[config.mk]
export PLATFORM = sky130hd
export DESIGN_NAME = scc_bus_initiator
export DESIGN_NICKNAME = d
export VERILOG_FILES = /design/src/rtl/scc_bus_initiator.sv
export SDC_FILE = /design/constraint.sdc
export NUM_CORES = 1
export LEC_CHECK = 0
export CORE_MARGIN = 3
export CORE_UTILIZATION = 53
export CTS_CLUSTER_DIAMETER = 40
export DETAILED_ROUTE_END_ITERATION = 16
export PLACE_DENSITY = 0.88
export SLEW_MARGIN = 5
export SYNTH_ARGS = -nofsm -noshare
export SYNTH_HDL_FRONTEND = slang
export SYNTH_SLANG_ARGS = --single-unit
[constraint.sdc]
create_clock -name clk -period 3.81 [get_ports clk]
set_input_delay 0.5715 -clock clk [delete_from_list [all_inputs] [get_ports clk]]
set_output_delay 0.5715 -clock clk [all_outputs]
set_load 0.02 [all_outputs]
[src/rtl/scc_bus_initiator.sv]
// scc_bus_initiator: queued bus master for the SCC register/wave-memory port.
// Commands enter a FIFO over cmd_valid/cmd_ready. Each one is replayed as a
// timed bus cycle: a 1-cycle request pulse, then ACTIVE_CYCLES of active
// strobe in total, then RECOVER_CYCLES idle cycles.
// Ports: clk, reset (async, active-high); cmd_* command port; rsp_* read data;
// busy; bus_* SCC-side strobes, address, write data and read data (bus_q).
// Optional: define SCC_BUS_INITIATOR_STATS_EN to add wr_count/rd_count.
module scc_bus_initiator #(
    parameter int FIFO_DEPTH_LOG2 = 2,
    parameter int ACTIVE_CYCLES   = 4,
    parameter int RECOVER_CYCLES  = 1
) (
    input  logic        clk,
    input  logic        reset,
    input  logic        cmd_valid,
    output logic        cmd_ready,
    input  logic        cmd_write,
    input  logic [14:0] cmd_address,
    input  logic [7:0]  cmd_data,
    output logic        rsp_valid,
    output logic [7:0]  rsp_data,
    output logic        busy,
    output logic        bus_wrreq,
    output logic        bus_rdreq,
    output logic        bus_wr_active,
    output logic        bus_rd_active,
    output logic [14:0] bus_a,
    output logic [7:0]  bus_d,
    input  logic [7:0]  bus_q
`ifdef SCC_BUS_INITIATOR_STATS_EN
    ,
    output logic [15:0] wr_count,
    output logic [15:0] rd_count
`endif
);

    localparam int DEPTH = 1 << FIFO_DEPTH_LOG2;
    localparam int PW    = FIFO_DEPTH_LOG2;
    localparam int CW    = FIFO_DEPTH_LOG2 + 1;

    typedef struct packed {
        logic        write;
        logic [14:0] address;
        logic [7:0]  data;
    } cmd_t;

    typedef enum logic [1:0] {
        IDLE,
        REQ,
        ACTIVE,
        RECOVER
    } state_t;

    cmd_t          mem [DEPTH];
    logic [PW-1:0] wr_ptr;
    logic [PW-1:0] rd_ptr;
    logic [CW-1:0] count;
    logic          push;
    logic          pop;

    state_t        state;
    state_t        state_nxt;
    logic [3:0]    cnt;
    cmd_t          tx;
    logic          last_active;

    assign cmd_ready   = (count != CW'(DEPTH));
    assign push        = cmd_valid && cmd_ready;
    // The head is only taken while idle, so a pop never sees a same-cycle push.
    assign pop         = (state == IDLE) && (count != '0);
    assign last_active = (state == ACTIVE) && (cnt == 4'd0);

    assign busy  = (count != '0) || (state != IDLE);
    assign bus_a = tx.address;
    assign bus_d = tx.data;

    // Storage needs no reset: an entry is only read after it was written.
    always_ff @(posedge clk) begin
        if (push) begin
            mem[wr_ptr] <= {cmd_write, cmd_address, cmd_data};
        end
    end

    always_ff @(posedge clk or posedge reset) begin
        if (reset) begin
            wr_ptr <= '0;
            rd_ptr <= '0;
            count  <= '0;
        end else begin
            if (push) begin
                wr_ptr <= wr_ptr + PW'(1);
            end
            if (pop) begin
                rd_ptr <= rd_ptr + PW'(1);
            end
            case ({push, pop})
                2'b10:   count <= count + CW'(1);
                2'b01:   count <= count - CW'(1);
                default: count <= count;
            endcase
        end
    end

    always_ff @(posedge clk or posedge reset) begin
        if (reset) begin
            state <= IDLE;
        end else begin
            state <= state_nxt;
        end
    end

    // Strobes decode straight from state so an async reset drops them at once.
    always_comb begin
        state_nxt     = state;
        bus_wrreq     = 1'b0;
        bus_rdreq     = 1'b0;
        bus_wr_active = 1'b0;
        bus_rd_active = 1'b0;
        case (state)
            IDLE: begin
                if (pop) begin
                    state_nxt = REQ;
                end
            end
            REQ: begin
                bus_wrreq     = tx.write;
                bus_rdreq     = !tx.write;
                bus_wr_active = tx.write;
                bus_rd_active = !tx.write;
                state_nxt     = ACTIVE;
            end
            ACTIVE: begin
                bus_wr_active = tx.write;
                bus_rd_active = !tx.write;
                if (cnt == 4'd0) begin
                    state_nxt = RECOVER;
                end
            end
            RECOVER: begin
                if (cnt == 4'd0) begin
                    state_nxt = IDLE;
                end
            end
            default: state_nxt = IDLE;
        endcase
    end

    // REQ is the first active cycle, hence the counter starts at ACTIVE_CYCLES-2.
    always_ff @(posedge clk or posedge reset) begin
        if (reset) begin
            cnt       <= '0;
            tx        <= '0;
            rsp_valid <= 1'b0;
            rsp_data  <= '0;
        end else begin
            rsp_valid <= 1'b0;
            case (state)
                IDLE: begin
                    if (pop) begin
                        tx <= mem[rd_ptr];
                    end
                end
                REQ: begin
                    cnt <= 4'(ACTIVE_CYCLES - 2);
                end
                ACTIVE: begin
                    if (cnt == 4'd0) begin
                        cnt <= 4'(RECOVER_CYCLES - 1);
                        if (!tx.write) begin
                            rsp_data  <= bus_q;
                            rsp_valid <= 1'b1;
                        end
                    end else begin
                        cnt <= cnt - 4'd1;
                    end
                end
                RECOVER: begin
                    if (cnt != 4'd0) begin
                        cnt <= cnt - 4'd1;
                    end
                end
                default: cnt <= '0;
            endcase
        end
    end

`ifdef SCC_BUS_INITIATOR_STATS_EN
    // Transactions are counted as they leave ACTIVE for RECOVER.
    always_ff @(posedge clk or posedge reset) begin
        if (reset) begin
            wr_count <= '0;
            rd_count <= '0;
        end else if (last_active) begin
            if (tx.write) begin
                wr_count <= wr_count + 16'd1;
            end else begin
                rd_count <= rd_count + 16'd1;
            end
        end
    end
`endif

endmodule
Yosys cells after proc, flatten, opt, wreduce, memory -nomap -nowiden
Memories as Yosys holds them, arrays and structs flattened. A register that Yosys moved wholly into a read port is not among the register bits.
Cells that the tools add are included.
Cells by class
  $mul: 0
  add/subtract/negate cells: 5
  order comparisons: 0
  mux-type cells: 17
  div/mod/pow operators: 0
  eq/ne operators: 10
  bitwise gates (word level): 1
  shift operators: 0
  reductions and logical operators: 16
Operators with widths (count)
  $pmux 4 s3: 1
  $mux 1: 9
  $mux 4: 2
  $pmux 2 s4: 1
  $eq 2x2->1 const B: 3
  $mux 2: 3
  $ne 2x2->1 const B: 3
  $pmux 3 s2: 1
  $reduce_and 3->1: 2
  $reduce_bool 3->1: 2
  $add 2x1->2 const B: 2
  $eq 2x1->1 const B: 2
  $logic_not 4->1: 1
  $reduce_and 2->1: 2
  $reduce_bool 2->1: 2
  $reduce_bool 4->1: 1
  $sub 4x1->4 const B: 1
  $add 3x1->3 const B: 1
  $ne 3x3->1 const B: 1
  $sub 3x1->3 const B: 1
  $logic_and 1x1->1: 2
  $logic_not 2->1: 1
  $ne 2x1->1 const B: 1
  $reduce_or 2->1: 1
  3 further kinds: 3
Storage, ports and cells
  ROM bits: 0
  word-level logic and storage cells: 57
  memories: 1
  register bits: 22
  memory bits (writable): 96
  latch bits: 0
Memory list
  mem: depth 4, bits a word 24, read ports 1, clocked after Yosys merged registers in 1, wr ports 1, line 54  | cmd_t mem [DEPTH];

Depth between registers and ports, before layout
Gate-level depths: netlist (run 1).
  depth in word-level cells: 4
  gate-level depth with buffers: 12

Worst setup path after synthesis (run 1)
Ideal clock, no wire load.
  kind: flip-flop to flip-flop
  from: register state[0]
  to: register count[2]
  path buffers: 2
  stages on the path, launching flop included: 13
  setup time: 0.079 ns
  arrival: 2.250 ns
  clock period less this slack: 2.330 ns
  setup slack: 1.480 ns
  data required time: 3.731 ns
  cells stage by stage: dfrtp_1 -> inv_1 -> ha_1 -> buf_4 -> o31ai_4 -> inv_2 -> clkbuf_1 -> ha_1 -> inv_1 -> fa_1 -> xor2_1 -> nor2_1 -> xor2_1
Between the ends
  word-level cells in the longest chain between the ends: 4
  elaborated cells on any way between the ends: 6
  those cells by class: eq/ne: 2; mux: 1; reduce/logical: 3
RTL lines
  start: declaration: line 61  | state_t state;
  start signal: assignment: line 108  | state <= state_nxt;
  $logic_not 2->1 (*): line 70  | assign pop = (state == IDLE) && (count != '0);
  $logic_and 1x1->1 (*): line 70
  named net pop: line 59  | logic pop;
  $eq 2x1->1 / $eq 2x2->1 (equally long branches): line 96  | case ({push, pop})
  $pmux 3 s2 / $reduce_bool 2->1 (equally long branches)
  end signal: assignment: line 97  | 2'b10: count <= count + CW'(1);
  end signal: assignment: line 98  | 2'b01: count <= count - CW'(1);
  end signal: assignment: line 99  | default: count <= count;
  end: declaration: line 57  | logic [CW-1:0] count;
Mark *: on every way through the listed nets, which the timed path passes. The rest lies on a longest branch.
A chain may end at the register's enable or synchronous reset.

Final worst setup path (run 1)
  from: register count[2]
  to: register count[2]
Between the ends
  word-level cells in the longest chain between the ends: 4
  elaborated cells on any way between the ends: 10
  those cells by class: add/sub: 2; eq/ne: 3; mux: 1; reduce/logical: 4
RTL lines (line)
  $ne 3x3->1 / $reduce_bool 3->1 (equally long branches): 67, 70
  $logic_and 1x1->1, on equally long branches: 68, 70
  $eq 2x1->1 / $eq 2x2->1 (equally long branches): 96
  $pmux 3 s2 / $reduce_bool 2->1 (equally long branches)
Several ways; a longest one is shown, not always the timed one.

==> metrics.txt, run 1 <==
row cnt 37; Synth Register Bits 142; Worst Max-Slew Pin Slew ~1200 ps; Reg clk slew, reported paths about 60 ps; Mapped Area ~0.0057 mm²; reg-to-reg slack, setup about 700 ps; aggregate global-route resource usage 0.192; first-pass GRT wire length ~17,000 µm; Synth area leaders edfxtp_1 50%, dfrtp_1 20%, mux4_2 9.4%, nand2_1 4.9%, buf_4 3.4%; Synth area leader edfxtp_1; die area 0.0121 mm²; FMAX between 300 and 400 MHz; cell count after synthesis ~350; Post-synth top cells 96 x edfxtp_1, 74 x nand2_1, 46 x dfrtp_1; Seq/Total Area, Yosys 0.705; Post-Synth Adder-Cell Area 0.0275; LEAKAGE around 2.7 nW; Layout Area Growth over Synthesis 21.1%; RSZ-0062 raised after global routing no; initial antenna violation count 0; status complete, no violations; setup tns final 0 ps; largest net degree at the start of global routing 47; clk_lat worst skew ~520 ps; Net Count, Synth 400; Final Slew Violations 0; DIE HEIGHT 110 µm; Worst VDD drop ~0.44 mV; Antenna Cells 0; syn avg cell area 16.2 µm²; Pre-antenna DRT Iters 5; slowest stage cell, crit path o31ai_4; Synth cell types 37; CP max FO 26; Max Cap Viol 0; worst-case clock buffer depth 2; root buf cell clkbuf_8; ratio of cells with drive above 1 in the final layout 0.184; CTS Buf Count 17; Port Buf Inserts 72; post-CTS setup buffers 0; CTS tree done; cts repair resizes 0; Reg2Reg Depth 8; async set-reset flop share out of synthesis 0.324; Crit. Startpoint count[2]$_DFFE_PP0P_; simple-gate share of the synthesized area 0.0741; Hold Startpoint bus_a[10]$_DFFE_PP0P_; hold_buf cts 0; worst r2r dst count[2]$_DFFE_PP0P_; HP Class reg -> reg; Routed Antenna Nets 0; hold path endpoint bus_a[10]$_DFFE_PP0P_; initial DRC count 155; total vias in the final route around 3,000; WP buf/inv 2; Layout Nets approximately 460; Critical Path End Type register; slew margin rel. 0.205; top_reg_cell synth edfxtp_1; Worst EP arrival between 3000 and 4000 ps; boundary pin count 73; Hold Path Stages 2; crit-path cells o31ai_4 -> inv_2 -> ha_1 -> inv_1 -> fa_1 -> xor2_1 -> nor2_1 -> xor2_1; critical path's top delay family compound AO/OA/AOI/OAI gates; initial core utilization 0.550; post-synthesis mux area share 0.115; die width about 110 µm; startpoint types register; main combinational cell family by area after synthesis multiplexers; Core ar. about 0.010 mm²; Routed wire per std cell between 15 and 20 µm; Final Util 0.666; max incr delay on CP around 1000 ps; critical path data required time approximately 4200 ps; Finish-stage setup viols 0; grt ovf 0; top-count cell post-synth edfxtp_1; Synth Area in Compound Gates 0.0192; min cycle time layout 3110 ps; number of remaining DRC errors 0; Final Hold Fails 0; RD Place Congestion just under 0.8; Top cell by count, worst path xor2_1; Final Skew 7.99 ps; H-tree depth 4; DP HPWL 6410 µm; Tcrit/Tclk final 0.816; worst r2r src count[2]$_DFFE_PP0P_; Vias/cell ~5.4; post-synth top area share 0.504; EDFF count, synth 96; post-synthesis xor/xnor area fraction 0.00918; crit path kind reg -> reg; vias in the first global route about 3,300; yosys warns 0; drt total wl approximately 11,000 µm; PwrDens between 800 and 900 mW/mm²; clk sinks about 140; # fillers 673
worst max-delay path by stage:
stage,to,slack (ps),cells after the start
finish,count[2]$_DFFE_PP0P_,700,8
global route,count[2]$_DFFE_PP0P_,550,8
CTS,count[2]$_DFFE_PP0P_,710,8
detailed placement,count[2]$_DFFE_PP0P_,740,8
global placement,count[2]$_DFFE_PP0P_,900,8
floorplan,count[2]$_DFFE_PP0P_,1480,12
cell families after synthesis:
family | after synthesis
AOI/OAI and AO/OA | 15
muxes | 34
and+or+nand+nor | 94
buffers and inverters | 50
adders and majority gates | 12
xor gates and xnor gates | 6
DFF | 142
state kept, by name, summed over array words and instances (netlist names):
name / flops
mem: 96
state: 2
cnt: 4
rd_ptr: 2
tx: 1
rsp_valid: 1
rsp_data: 8
count: 3
wr_ptr: 2
bus_a: 15
bus_d: 8
metrics by stage:
step	instance area, µm²	hold slack, ps	cells	worst slack, ps	power (mW)
final	6930	488	559	699	6.00
after global routing	6930	512	559	550	6.31
after CTS	6930	489	559	713	6.05
after detailed placement	6390	475	527	739	4.50
after global placement	6390	461	527	900	4.39
after floorplan	5720	447	353	1480	3.90
metal layers:
layer / global-route usage / vias to the layer above / routed length (µm)
met1: 0.223 / 1519 / 4120
li1: - / 1372 / -
met2: 0.331 / 118 / 5630
met3: 0.0470 / 24 / 699
met5: 0 / - / 0
met4: 0.0962 / 0 / 240
power by group:
part	leakage, nW	switching, mW	total, mW	internal, mW
Clock	0.258	0.630	1.52	0.886
Sequential	1.44	0.347	2.48	2.13
Combinational	0.965	1.03	2.01	0.974
Total	2.66	2.01	6.00	3.99
area by class of cell:
class                   instances  area, µm²  area share
flip-flops and latches        142       4040       0.582
multi-input cells             161       1400       0.202
repair buffers                 72        721       0.104
clock buffers                  20        435      0.0628
well taps                     136        170      0.0245
clock inverters                12        110      0.0159
inverters                      16       60.1     0.00866
tightest hold or removal path, cell delays in order, from the launching register on:
cell     delay (ps)
dfrtp_1         350
nand2_1          50
nand2_1          50
cells in the final DEF (no fill, tap or decap), drive strengths merged, types with 3 or more instances in the layout:
cell type and count:
edfxtp 96, nand2 74, clkdlybuf4s50 72, dfrtp 46, mux4 24, clkbuf 20
inv 20, ha 11, mux2 10, xnor2 4, a21oi 4, and3 4
clkinvlp 4, nor2 3, o21ai 3, clkinv 3, and2 3
(Power assumes the default switching activity.)
==> inputs of run 2 (changes only) <==
Clock period 3.81 ns to 3.2 ns, I/O delays scaled along.
==> run 2 against run 1 <==
Net effect:
- non-clock buffer count is 1 higher
- worst hold slack worse by 8.0 ps
- clock skew increased by 3.0 ps
- total power rose by 21%
- clock power rose by 30%
- routed wire length down 3.0%
- clock-buffer cell count is 1 higher
- critical path type is now reg -> out
- final area up 0.97%
- cell count is 0.18% higher
- sequential share of layout area down 0.56 points
- register-to-register slack got worse by 60 ps
- highest routed layer unchanged
- critical path depth is 4 lower
- largest cell class unchanged
==> metrics.txt, run 2 (synthesized netlist as in run 1, its figures left out) <==
H-tree depth 4 (unchanged); DP HPWL 6170 µm (-3.8%); slew margin rel. 0.200 (-0.00498); CP max FO 8 (-69%); min cycle time layout 2910 ps; status complete, no violations; Final Slew Violations 0 (unchanged); crit path kind reg -> out; Layout Nets 458 (+0.22%); Clock Power Share 0.271 (+0.018); Sw Share 0.322 (-0.0133); Vias/cell 5.30 (-2.3%); root buf cell clkbuf_8; total vias in the final route 2,970 (-2.1%); CTS tree done; Switch Pwr 2.34 mW (+17%); critical path data required time 2720 ps (-1490 ps); clk_lat worst skew 510 ps (about the same); hold_buf cts 0 (unchanged); clk sinks 142 (unchanged); Layout Area Growth over Synthesis 22.3%; Largest register FFs 96 (unchanged); row cnt 37 (unchanged); cts repair resizes 0 (unchanged); Final Hold Fails 0 (unchanged); Pre-antenna DRT Iters 5 (unchanged); number of remaining DRC errors 0 (unchanged); worst-case clock buffer depth 2 (unchanged); most frequent cells in the layout 96 x edfxtp_1, 74 x nand2_1, 72 x clkdlybuf4s50_1; HP Class reg -> reg; Routed Antenna Nets 0 (unchanged); Flop pwr share 0.403 (-0.010); startpoint types register; initial DRC count 123 (-21%); Core ar. 0.0104 mm² (unchanged); RD Place Congestion 0.722 (-8.3%); Routed wire per std cell 18.5 µm (-3.2%); Reg clk slew, reported paths 60 ps (about the same); DIE HEIGHT 110 µm (unchanged); initial antenna violation count 0 (unchanged); CTS Buf Count 17 (unchanged); boundary pin count 73 (unchanged); Final Skew 11.0 ps (+2.99 ps); aggregate global-route resource usage 0.188 (-0.00338); commonest non-fill, non-tap cell in the layout edfxtp_1; setup tns final 0 ps (unchanged); initial core utilization 0.550 (unchanged); post-CTS setup buffers 0 (unchanged); die area 0.0121 mm² (unchanged); die width 110 µm (unchanged); largest net degree at the start of global routing 47 (unchanged); Worst VDD drop 0.546 mV (+25%); ratio of cells with drive above 1 in the final layout 0.186 (+0.00192); Antenna Cells 0 (unchanged); Final Util 0.672 (+0.00649); LEAKAGE 2.70 nW (+1.2%); FMAX around 340 MHz; first-pass GRT wire length 16,400 µm (-1.6%); Worst EP arrival 2430 ps (-1080 ps); Worst Max-Slew Pin Slew 1200 ps (+7.46 ps); grt ovf 0 (unchanged); Finish-stage setup viols 0 (unchanged); Comb power frac 0.326 (-0.008); RSZ-0062 raised after global routing no; P_int 4.94 mW (+24%); Critical Path End Type output port; drt total wl 10,400 µm (-3.0%); vias in the first global route 3,298 (+1.4%); Max Cap Viol 0 (unchanged); largest register by flop count mem; Port Buf Inserts 72 (unchanged); PwrDens 1040 mW/mm² (+20%); Tcrit/Tclk final 0.908
[run 2: cell count changes in the layout (fill, tap and decap cells not counted)]
cell and delta:
clkinv_2 -3, clkinvlp_4 -1, bufinv_16 +2, inv_6 -1, clkinv_4 +2, buf_4 +1
clkbuf_8 +1
[run 2: cell type report]
class | count | area, µm²
sequential | 142 | 4040
clock buffer | 21 | 449
fill | 677 | 3420
tap | 136 | 170
inverter | 16 | 60.1
timing repair buffer | 73 | 728
multi-input combinational | 161 | 1400
clock inverter | 11 | 156
[run 2: critical path: stages, from the launching register on]
cell and delay [ps]:
dfrtp_1 400, inv_1 110, ha_1 340, or4b_4 510, clkdlybuf4s50_1 560
[run 2: power by group through the flow]
| stage | registers (mW) | clock network [mW] | logic, mW |
|---|---|---|---|
| after global routing | 3.01 | 2.08 | 2.60 |
| after floorplan | 2.80 | 0 | 1.84 |
| after CTS | 2.95 | 2.01 | 2.41 |
| after global placement | 2.93 | 0 | 2.30 |
| after detailed placement | 2.98 | 0 | 2.37 |
| final | 2.94 | 1.97 | 2.37 |
[run 2: worst paths after layout]
check / from / end / slack (ps) / cells after the start
min reg2reg: bus_a[3]$_DFFE_PP0P_ / bus_a[3]$_DFFE_PP0P_ / 480 / 2
max in group asynchronous: reset / rd_ptr[0]$_DFFE_PP0P_ / 2030 / 2
max: state[0]$_DFFE_PP0P_ / busy / 290 / 4
min: bus_a[3]$_DFFE_PP0P_ / bus_a[3]$_DFFE_PP0P_ / 480 / 2
min in group asynchronous: reset / bus_d[0]$_DFFE_PP0P_ / 510 / 2
max reg2reg: count[2]$_DFFE_PP0P_ / count[2]$_DFFE_PP0P_ / 640 / 8
[run 2: metal layers]
metal | GRT usage | up-vias | part of all wire
met5 | 0 | - | 0
met4 | 0.105 | 0 | 0.018
met1 | 0.211 | 1490 | 0.38
met2 | 0.323 | 91 | 0.54
li1 | - | 1372 | -
met3 | 0.0528 | 17 | 0.058
[run 2: metrics by stage]
step	total power [mW]	instances	area, µm²	setup slack (ps)	hold WS [ps]
floorplan	4.65	353	5720	870	447
global placement	5.23	528	6390	828	458
detailed placement	5.35	528	6390	683	467
CTS	7.37	560	7000	262	484
global route	7.70	560	7000	197	520
finish	7.28	560	7000	295	480
